### config.mk
export PLATFORM = sky130hd
export DESIGN_NAME = mem_event_sequencer
export DESIGN_NICKNAME = d
export VERILOG_FILES = /design/src/rtl/mem_event_sequencer.sv
export SDC_FILE = /design/constraint.sdc
export NUM_CORES = 1
export LEC_CHECK = 0
export CAP_MARGIN = 20
export CORE_AREA = 2 2 119 121
export CTS_BUF_LIST = sky130_fd_sc_hd__clkbuf_2
export CTS_CLUSTER_SIZE = 24
export DETAILED_ROUTE_END_ITERATION = 8
export DIE_AREA = 0 0 121 123
export GPL_TIMING_DRIVEN = 0
export HOLD_SLACK_MARGIN = 0.08
export PLACE_DENSITY = 0.81
export SETUP_SLACK_MARGIN = 0.2
export SLEW_MARGIN = 15
export SYNTH_ARGS = -nofsm -noshare
export SYNTH_HDL_FRONTEND = slang
export SYNTH_SLANG_ARGS = --single-unit
### constraint.sdc
create_clock -name clk -period 4.55 [get_ports clk]
set_input_delay 0.455 -clock clk [delete_from_list [all_inputs] [get_ports clk]]
set_output_delay 0.455 -clock clk [all_outputs]
set_load 0.03 [all_outputs]
### src/rtl/mem_event_sequencer.sv
// Interrupt/exception entry sequencer for the memory stage. It shares the single DATA_MEM
// port with the pipeline, pushes return state on the stack and fetches the handler vector.
module mem_event_sequencer #(
    parameter logic [31:0] IRQ_VEC      = 32'h0000_0002,
    parameter logic [31:0] EXC_VEC_BASE = 32'h0000_0004
) (
    input  logic        clk,
    input  logic        i_reset_n,
    input  logic        i_irq,
    input  logic        i_irq_en,
    input  logic [1:0]  i_exc,
    input  logic [31:0] i_pc,
    input  logic [3:0]  i_flags,
    input  logic [31:0] i_sp,
    input  logic        i_pipe_mem_en,
    input  logic        i_pipe_read,
    input  logic        i_pipe_write,
    input  logic        i_pipe_en32,
    input  logic [31:0] i_pipe_addr,
    input  logic [31:0] i_pipe_wdata,
    input  logic [31:0] i_mem_rdata,
    output logic [31:0] o_mem_addr,
    output logic [31:0] o_mem_wdata,
    output logic        o_mem_read,
    output logic        o_mem_write,
    output logic        o_mem_en32,
    output logic        o_stall,
    output logic        o_flush,
    output logic        o_sp_dec,
    output logic        o_pc_load,
    output logic [31:0] o_pc_target,
    output logic [31:0] o_epc,
    output logic        o_irq_ack,
    output logic        o_busy
);

    typedef enum logic [2:0] {StIdle, StDrain, StPush, StVec, StLoad} state_e;
    typedef enum logic {KindIrq, KindExc} kind_e;

    state_e      state_q, state_d;
    kind_e       kind_q, kind_d;
    logic [1:0]  cause_q, cause_d;
    logic [31:0] ret_q, ret_d;
    logic [31:0] epc_q, epc_d;
    logic [31:0] pc_target_q, pc_target_d;

    logic        exc_hit;
    logic [1:0]  cause_m1;
    logic [31:0] vec_addr;
    logic        mem_write_raw;
    logic        sp_dec_raw;

    assign exc_hit  = (i_exc != 2'b00);
    assign cause_m1 = cause_q - 2'd1;
    assign vec_addr = (kind_q == KindIrq) ? IRQ_VEC
                                          : EXC_VEC_BASE + {29'd0, cause_m1, 1'b0};

    always_comb begin
        state_d     = state_q;
        kind_d      = kind_q;
        cause_d     = cause_q;
        ret_d       = ret_q;
        epc_d       = epc_q;
        pc_target_d = pc_target_q;
        unique case (state_q)
            StIdle: begin
                if (exc_hit) begin
                    cause_d = i_exc;
                    epc_d   = i_pc;
                    kind_d  = KindExc;
                    state_d = StVec;
                end else if (i_irq && i_irq_en) begin
                    ret_d   = i_pc;
                    kind_d  = KindIrq;
                    state_d = StDrain;
                end
            end
            StDrain: begin
                // The IRQ is level-sensitive, so dropping it here just defers it.
                if (exc_hit) begin
                    cause_d = i_exc;
                    epc_d   = i_pc;
                    kind_d  = KindExc;
                    state_d = StVec;
                end else if (!i_pipe_mem_en) begin
                    state_d = StPush;
                end
            end
            StPush: begin
                if (exc_hit) begin
                    cause_d = i_exc;
                    epc_d   = ret_q;
                    kind_d  = KindExc;
                end
                state_d = StVec;
            end
            StVec: begin
                pc_target_d = i_mem_rdata;
                state_d     = StLoad;
            end
            StLoad: begin
                state_d = StIdle;
            end
            default: begin
                state_d = StIdle;
            end
        endcase
    end

    always_ff @(posedge clk) begin
        if (!i_reset_n) begin
            state_q     <= StIdle;
            kind_q      <= KindIrq;
            cause_q     <= 2'b00;
            ret_q       <= 32'd0;
            epc_q       <= 32'd0;
            pc_target_q <= 32'd0;
        end else begin
            state_q     <= state_d;
            kind_q      <= kind_d;
            cause_q     <= cause_d;
            ret_q       <= ret_d;
            epc_q       <= epc_d;
            pc_target_q <= pc_target_d;
        end
    end

    always_comb begin
        o_mem_addr    = 32'd0;
        o_mem_wdata   = 32'd0;
        o_mem_read    = 1'b0;
        mem_write_raw = 1'b0;
        o_mem_en32    = 1'b0;
        o_stall       = 1'b0;
        o_flush       = 1'b0;
        sp_dec_raw    = 1'b0;
        o_pc_load     = 1'b0;
        o_irq_ack     = 1'b0;
        unique case (state_q)
            StIdle, StDrain: begin
                o_mem_addr    = i_pipe_addr;
                o_mem_wdata   = i_pipe_wdata;
                o_mem_en32    = i_pipe_en32;
                // A faulting access must never reach memory.
                o_mem_read    = i_pipe_read && !exc_hit;
                mem_write_raw = i_pipe_write && !exc_hit;
                o_stall       = (state_q == StDrain);
            end
            StPush: begin
                o_stall       = 1'b1;
                o_mem_en32    = 1'b1;
                o_mem_addr    = i_sp;
                o_mem_wdata   = ret_q | {i_flags, 28'd0};
                mem_write_raw = !exc_hit;
                sp_dec_raw    = !exc_hit;
            end
            StVec: begin
                o_stall    = 1'b1;
                o_mem_read = 1'b1;
                o_mem_en32 = 1'b1;
                o_mem_addr = vec_addr;
            end
            StLoad: begin
                o_stall   = 1'b1;
                o_flush   = 1'b1;
                o_pc_load = 1'b1;
                o_irq_ack = (kind_q == KindIrq);
            end
            default: begin
                o_stall = 1'b0;
            end
        endcase
    end

    // Reset cycles may still see a stale state, so stack side effects are gated here.
    assign o_mem_write = mem_write_raw && i_reset_n;
    assign o_sp_dec    = sp_dec_raw && i_reset_n;
    assign o_pc_target = pc_target_q;
    assign o_epc       = epc_q;
    assign o_busy      = (state_q != StIdle);

endmodule

==> After elaboration in Yosys (flattened, before gate mapping) <==
Index checks and enable logic that the tools add are counted.
{ "classes": {"n_bitwise": 3, "n_eq_ne": 9, "n_addsub": 2, "mux": 22, "reduce_logical": 21} }
{ "op_table": {"columns": ["operator", "n"], "rows": [
  ["one-hot mux 32 bit (2 select lines)", 2],
  ["one-hot mux 32 bit (3 select lines)", 1],
  ["2-to-1 mux 32 bit", 2],
  ["OR 32 bit", 1],
  ["2-to-1 mux 3 bit", 4],
  ["one-hot mux 3 bit (4 select lines)", 1],
  ["one-hot mux 1 bit (2 select lines)", 5],
  ["AND reduction 3 bit", 3],
  ["== test 3 x 2 -> 1 bit, second input constant", 2],
  ["2-to-1 mux 1 bit", 6],
  ["inequality test 3 bit, second input constant", 2],
  ["nonzero test 2 bit", 3],
  ["OR reduction 2 bit", 3],
  ["OR reduction 3 bit", 2],
  ["logical AND 1 bit", 5],
  ["adder 3 x 3 -> 4 bit, first input constant", 1],
  ["2-to-1 mux 4 bit", 1],
  ["inequality test 2 x 1 -> 1 bit, second input constant", 2],
  ["AND reduction 2 bit", 2],
  ["== test 3 x 1 -> 1 bit, second input constant", 1],
  ["== test 3 bit, second input constant", 1],
  ["zero test 3 bit", 1],
  ["nonzero test 3 bit", 1],
  ["inequality test 2 bit, second input constant", 1],
  ["3 further kinds", 4]
]} }
{ "word_totals": {"output_inout_bits": 137, "reg_bits": 102, "word_cells": 63, "input_bits": 174} }

==> Depth between registers and ports, before layout <==
Gate-level depths: netlist of the first run.
{ "depth": {"word_depth": 5, "ltp_mapped": 7, "depth_no_buf": 3} }

==> Least setup slack after synthesis of the first run <==
No wires, ideal clock.
{ "synth_path": {"path_kind": "register to output", "start": "register state_q[0]", "end": "output port o_mem_addr[3]", "path_stages_with_launch": 7, "t_arrival_ns": 1.819, "required_time_ns": 4.095, "path_buffers": 3, "setup_slack_ns": 2.276, "cell_sequence": "dfxtp_1 clkbuf_1 and3b_1 clkbuf_1 clkbuf_1 nand2_1 o22ai_1"} }
{ "synth_between": {"elab_chain_cells": 3, "word_cells_on_any_way": 6, "cone_classes": "3 x eq/ne; 1 x mux; 2 x reduce/logical"} }
{ "synth_rtl": {"columns": ["item", "line", "text"], "rows": [
  ["start, declared", "40", "state_e state_q, state_d;"],
  ["start signal, assigned", "112", "state_q <= StIdle;"],
  ["start signal, assigned", "119", "state_q <= state_d;"],
  ["== test 3 x 1 -> 1 bit or zero test 3 bit (tied branches)", "139", "unique case (state_q)"],
  ["OR reduction 2 bit (no source line)", null, null],
  ["one-hot mux 32 bit (3 select lines) *", "139", null],
  ["end, declared", "22", "output logic [31:0] o_mem_addr,"]
]} }
Mark *: on every way between the ends. The rest lies on a longest branch, timed or not.

==> Worst setup path in the final report of the first run <==
{ "layout_path": {"start": "register state_q[2]", "end": "output port o_mem_wdata[30]"} }
{ "layout_between": {"elab_chain_cells": 3, "word_cells_on_any_way": 5, "cone_classes": "2 x eq/ne; 1 x mux; 2 x reduce/logical"} }
{ "layout_rtl": {"columns": ["item", "line", "text"], "rows": [
  ["== test 3 x 1 -> 1 bit or zero test 3 bit (tied branches)", "139", null],
  ["OR reduction 2 bit (no source line)", null, null],
  ["one-hot mux 32 bit (2 select lines) *", "139", null],
  ["end, declared", "23", "output logic [31:0] o_mem_wdata,"]
]} }
Marked as above.

==> results of run 1 <==
-- worst min-delay path, cell delays in order --
cell and delay (ps):
clkdlybuf4s50_1 400, nand2_1 50, a21boi_0 60
-- layer usage --
metal  global-route usage, %  vias to the layer above
met5                       0                        -
met4                    8.72                        0
met3                    5.35                       32
met2                    42.0                      217
met1                    30.8                     2589
li1                        -                     2607
-- worst paths after layout --
kind | slack, ps | endpoint
worst min register to register | 480 | o_pc_target[29]
worst max register to register | 2460 | ret_q[31]
worst max-delay path | 580 | o_mem_wdata[30]
worst min-delay path | 380 | o_pc_target[29]
-- sequential cells by signal, summed over array words and instances, names as in the netlist --
signal	flops
o_epc	32
cause_q	2
ret_q	32
kind_q	1
o_pc_target	32
state_q	3
-- final cells by class --
type,instances,area (um2),share of cell area (%)
Antenna cell,1,2.50,0.0305
Buffer,56,240,2.93
Clock buffer,9,45.0,0.549
Clock inverter,6,62.6,0.763
Inverter,1,3.75,0.0458
Multi-Input combinational cell,379,2480,30.2
Sequential cell,102,2040,24.9
Tap cell,180,225,2.75
Timing Repair Buffer,310,3100,37.8
-- stage by stage --
step	cells	setup slack [ps]	hold WS (ps)	power (uW)	utilization, %
2_1_floorplan	538	2280	448	1650	-
3_3_place_gp	1028	1180	450	2200	59.5
3_5_place_dp	1028	1180	457	2210	59.5
4_1_cts	1043	510	354	2640	60.3
5_1_grt	1044	341	328	2750	60.3
6_report	1044	584	375	2630	60.3
-- where the power goes --
group / leakage, uW / total, uW / switching, uW / internal [uW]
sequential: 0.000835 / 1010 / 42.4 / 969
clock: 0.0000618 / 433 / 311 / 123
combinational: 0.00214 / 1180 / 640 / 542
-- synth_stat cells (all sizes together) --
library cell,n
clkbuf,46
o221ai,32
nand2,139
a21oi,7
nor2,10
inv,1
a2bb2oi,32
o22ai,1
buf,10
a31o,2
a31oi,1
xnor2,1
and3,1
o2bb2ai,1
xor2,1
nand3b,1
nor4,2
a22o,57
nor2b,3
and3b,1
nor3,1
and2,3
dfxtp,102
a21boi,32
mux2i,32
o211ai,1
a22oi,2
o21a,1
or3,1
nand2b,4
o21ai,7
nand3,3
-- kinds of logic after synthesis --
logic type             Yosys count
AO/OA/AOI/OAI                  176
XOR/XNOR                         2
buffers and inverters           57
flip-flops                     102
multiplexers                    32
AND/OR/NAND/NOR                169
==> results.yml, run 1 <==
worst_setup_path:
  crit_family: "buffers and inverters"
  crit_type: "flip-flop to output port"
  worstPathRequired_ps: 4090
  critPathLaunchType: "flip-flop"
  crit_buf_inv: 3
  crit_arrival_ps: 3510
  endpoint_kind: "output port"
  r2r_cells: 5
  worstSetupStartpoint: "state_q[2]"
  worstReg2RegStart: "state_q[1]"
  path_cells: "clkbuf_1, nor2_1, clkbuf_1, nand2_1, o21ai_0, clkdlybuf4s50_1"
  path_common_cell: "clkbuf_1"
  cpPeakStageDelay_ps: 700
  cp_max_fo: 10
  cp_slowest_cell: "nor2_1"
  crit_cells: 6
synthesis:
  yosys_warnings: 0
  synth-simple-area-share_pct: 14.8
  synth_cell_types: 37
  synth-adder-area-share_pct: 0
  ys_seq_area_share_pct: 42.8
  netlist_area_um2: 4770
  synthMuxAreaShare_pct: 6.72
  synth_top_cell_by_area: "dfxtp_1"
  syn_area_per_cell_um2: 8.86
  synthCells: 538
  synth-seq-cells: 102
  synth_top_family_by_area: "compound AO/OA/AOI/OAI gates"
  synth_compound_area_share_pct: 30.2
  synth_xor_area_share_pct: 0.368
  yosysTopAreaCellShare_pct: 42.8
  ys_top_cells_by_area: "dfxtp_1, nand2_1, a22o_1"
  syn-num-nets: 712
detailed_routing:
  via_count: 5445
  ant_nets: 0
  wl_met3_um: 1320
  wl_met1_um: 8000
  drt_iter0_drc: 285
  wl_met2_um: 9440
  wirelength_um: 19300
  avgViaCountPerCell: 5.22
  wl_per_cell_um: 18.4
  drc_errors: 0
  top_layer: "met4"
  firstDrtPassIters: 5
placed_design:
  place_hpwl_um: 14900
  place_area_um2: 8090
  gp_congestion: 0.864
  port_buffers: 310
die:
  die_x_um: 121
  die_h_um: 123
  ios: 311
  fp-row-count: 43
  start_util_pct: 35.0
  fp.dieArea_um2: 14900
  core_um2: 13600
clocking:
  cts_buffers: 9
  insertion_delay_ps: 590
  cts_tree: "built"
  cts_sinks: 102
  clockBufferDepth: 2
  clk_pin_slew_ps: 300
  cts_setup_buffers: 0
  h-tree-depth: 3
  cts.repair.resized: 0
  postCtsHoldBufs: 0
  cts_root_buf: "clkbuf_2"
timing:
  setup_viol: 0
  fin_crit_sh_pct: 87.2
  hold_viol: 0
  fmax_mhz: 252
  max_slew_margin_pct: 43.4
  period_needed_ps: 3970
  final.setup_skew_ps: 21.9
  fin_tns_setup_ps: 0
  rsz0062_at_grt: "false"
  report.final.slew_viol_count: 0
  tightest_slew_ps: 846
global_route:
  grt-ovfl-total: 0
  antenna_found_initial: 1
  grt_pass1_wl_um: 28300
  grt_use_total_pct: 24.7
  first_global_vias: 5078
  grt_max_degree: 17
hold_path:
  hold_start: "i_mem_rdata[29]"
  hp-class: "input port to flip-flop"
  holdPathStages: 3
job:
  drv_cap: 0
final_layout:
  syn2layout_area_growth_pct: 72.1
  final_common_cell: "clkdlybuf4s50_1"
  drive_gt1_share_pct: 2.90
  nNetsFinal: 1033
  fillers: 1218
  fin_area_um2: 8200
  layout_common_cells: "clkdlybuf4s50_1, nand2_1, dfxtp_1, a22o_1, clkbuf_1"
outcome:
  status: "complete, no violations"
pwr:
  powerDensity_nw_per_um2: 320
  ir_drop_mv: 0.159
  leakagePower_uw: 0.00303
Power figures use the tool's default switching activity.
==> inputs of run 2 (changes only) <==
--- a/config.mk
+++ b/config.mk
@@ -5,7 +5,7 @@
 export SDC_FILE = /design/constraint.sdc
 export NUM_CORES = 1
 export LEC_CHECK = 0
-export CAP_MARGIN = 20
+export CAP_MARGIN = 25
 export CORE_AREA = 2 2 119 121
 export CTS_BUF_LIST = sky130_fd_sc_hd__clkbuf_2
 export CTS_CLUSTER_SIZE = 24
==> results of run 2 <==
Same layout as run 1: the final DEF is identical, and so are final timing and power.
==> inputs of run 3 (changes only) <==
--- a/config.mk
+++ b/config.mk
@@ -6,14 +6,14 @@
 export NUM_CORES = 1
 export LEC_CHECK = 0
 export CAP_MARGIN = 25
-export CORE_AREA = 2 2 119 121
+export CORE_AREA = 2 2 120 122
 export CTS_BUF_LIST = sky130_fd_sc_hd__clkbuf_2
 export CTS_CLUSTER_SIZE = 24
 export DETAILED_ROUTE_END_ITERATION = 8
-export DIE_AREA = 0 0 121 123
+export DIE_AREA = 0 0 122 124
 export GPL_TIMING_DRIVEN = 0
 export HOLD_SLACK_MARGIN = 0.08
-export PLACE_DENSITY = 0.81
+export PLACE_DENSITY = 0.8
 export SETUP_SLACK_MARGIN = 0.2
 export SLEW_MARGIN = 15
 export SYNTH_ARGS = -nofsm -noshare
==> run 3 against run 2 <==
Clock-buffer cell count is 2 higher; hold slack improved by 30 ps; clock power is 14% lower; highest routed layer unchanged.
==> results.yml, run 3 (synthesis gave the netlist of run 1 again) <==
placed_design:
  place_hpwl_um: 15400
  port_buffers: 310
  gp_congestion: 0.873
  place_area_um2: 8090
worst_setup_path:
  crit_family: "buffers and inverters"
  crit_arrival_ps: 3430
  crit_buf_inv: 5
  path_common_cell: "buf_2"
  worstPathRequired_ps: 4090
  cp_max_fo: 10
  cp_slowest_cell: "clkdlybuf4s50_1"
  cpPeakStageDelay_ps: 680
  crit_type: "flip-flop to output port"
  critPathLaunchType: "flip-flop"
  endpoint_kind: "output port"
  path_cells: "buf_2, nand2b_1, clkbuf_1, nor2_1, buf_2, buf_1, a22o_1, clkdlybuf4s50_1"
clocking:
  cts_tree: "built"
  insertion_delay_ps: 560
  cts_sinks: 102
  clk_pin_slew_ps: 270
  clockBufferDepth: 2
  cts.repair.resized: 0
  cts_buffers: 9
  cts_root_buf: "clkbuf_2"
  postCtsHoldBufs: 0
  cts_setup_buffers: 0
  h-tree-depth: 3
job:
  drv_cap: 0
pwr:
  ir_drop_mv: 0.221
  powerDensity_nw_per_um2: 315
  leakagePower_uw: 0.00303
timing:
  period_needed_ps: 3890
  hold_viol: 0
  rsz0062_at_grt: "false"
  setup_viol: 0
  report.final.slew_viol_count: 0
  fmax_mhz: 257
  tightest_slew_ps: 867
  fin_tns_setup_ps: 0
  fin_crit_sh_pct: 85.4
  final.setup_skew_ps: 24.1
  max_slew_margin_pct: 42.0
final_layout:
  drive_gt1_share_pct: 2.89
  final_common_cell: "clkdlybuf4s50_1"
  nNetsFinal: 1033
  syn2layout_area_growth_pct: 71.6
  layout_common_cells: "clkdlybuf4s50_1, nand2_1, dfxtp_1, a22o_1, clkbuf_1"
  fillers: 1210
  multiInputGateArea_um2: 2480
  fin_area_um2: 8180
  final-seq-area_um2: 2040
detailed_routing:
  wirelength_um: 20200
  via_count: 5469
  ant_nets: 0
  firstDrtPassIters: 4
  drt_iter0_drc: 230
  wl_per_cell_um: 19.4
  avgViaCountPerCell: 5.23
  drc_errors: 0
die:
  die_h_um: 124
  fp.dieArea_um2: 15100
  core_um2: 13700
  ios: 311
  start_util_pct: 34.7
  fp-row-count: 43
  die_x_um: 122
global_route:
  antenna_found_initial: 1
  grt-ovfl-total: 0
  grt_use_total_pct: 25.7
  first_global_vias: 5257
  grt_max_degree: 16
  grt_pass1_wl_um: 29800
hold_path:
  hp-class: "input port to flip-flop"
outcome:
  status: "complete, no violations"
==> run 3: changes by cell type in the layout (fill, tap and decap cells not counted) <==
| cell | change |
|---|---|
| inv_6 | -1 |
| clkinvlp_4 | -2 |
| clkinv_4 | +1 |
| clkinv_1 | +1 |
| clkinv_2 | +1 |
| clkbuf_2 | +2 |
| bufinv_16 | -1 |
==> run 3: cell type report <==
cell class	count	share of cell area, %
Antenna cell	1	0.0306
Tap cell	180	2.75
Sequential cell	102	25.0
Clock inverter	5	0.321
Multi-Input combinational cell	379	30.3
Clock buffer	11	0.673
Timing Repair Buffer	310	37.9
Buffer	56	2.94
Inverter	1	0.0459
==> run 3: metal layers <==
layer / share of wire (%) / up-vias / global-route usage [%]
met5: 0 / - / 0
li1: - / 2604 / -
met2: 49 / 222 / 44.1
met4: 1.7 / 0 / 7.47
met1: 41 / 2621 / 32.4
met3: 7.8 / 22 / 5.59
==> run 3: power breakdown <==
| group | switching, uW | internal [uW] |
|---|---|---|
| Clock | 300 | 72.6 |
| Sequential | 42.7 | 969 |
| Combinational | 647 | 542 |
| Total | 990 | 1580 |
==> run 3: final timing paths <==
kind,from,end,slack [ps],cells after the start
setup / recovery,state_q[1],o_mem_wdata[17],660,8
hold / removal,i_mem_rdata[21],o_pc_target[21],410,3
setup reg to reg,state_q[0],o_pc_target[17],2470,6
hold reg to reg,o_pc_target[1],o_pc_target[1],480,2
==> run 3: per-stage QoR <==
step	utilization, %	power (uW)	setup slack, ps	cells	hold slack, ps
finish	59.6	2570	665	1045	406
global route	59.6	2700	398	1045	339
CTS	59.6	2590	605	1044	358
detailed placement	59.0	2210	1230	1028	455
global placement	59.0	2210	1190	1028	450
floorplan	-	1650	2280	538	448
==> run 3: worst register-to-register path, cell delays in order, from the launching register on <==
cell and delay (ps):
dfxtp_1 400, clkbuf_1 360, and3b_1 230, clkbuf_1 330
clkbuf_1 410, nand2_1 170, a21boi_0 170
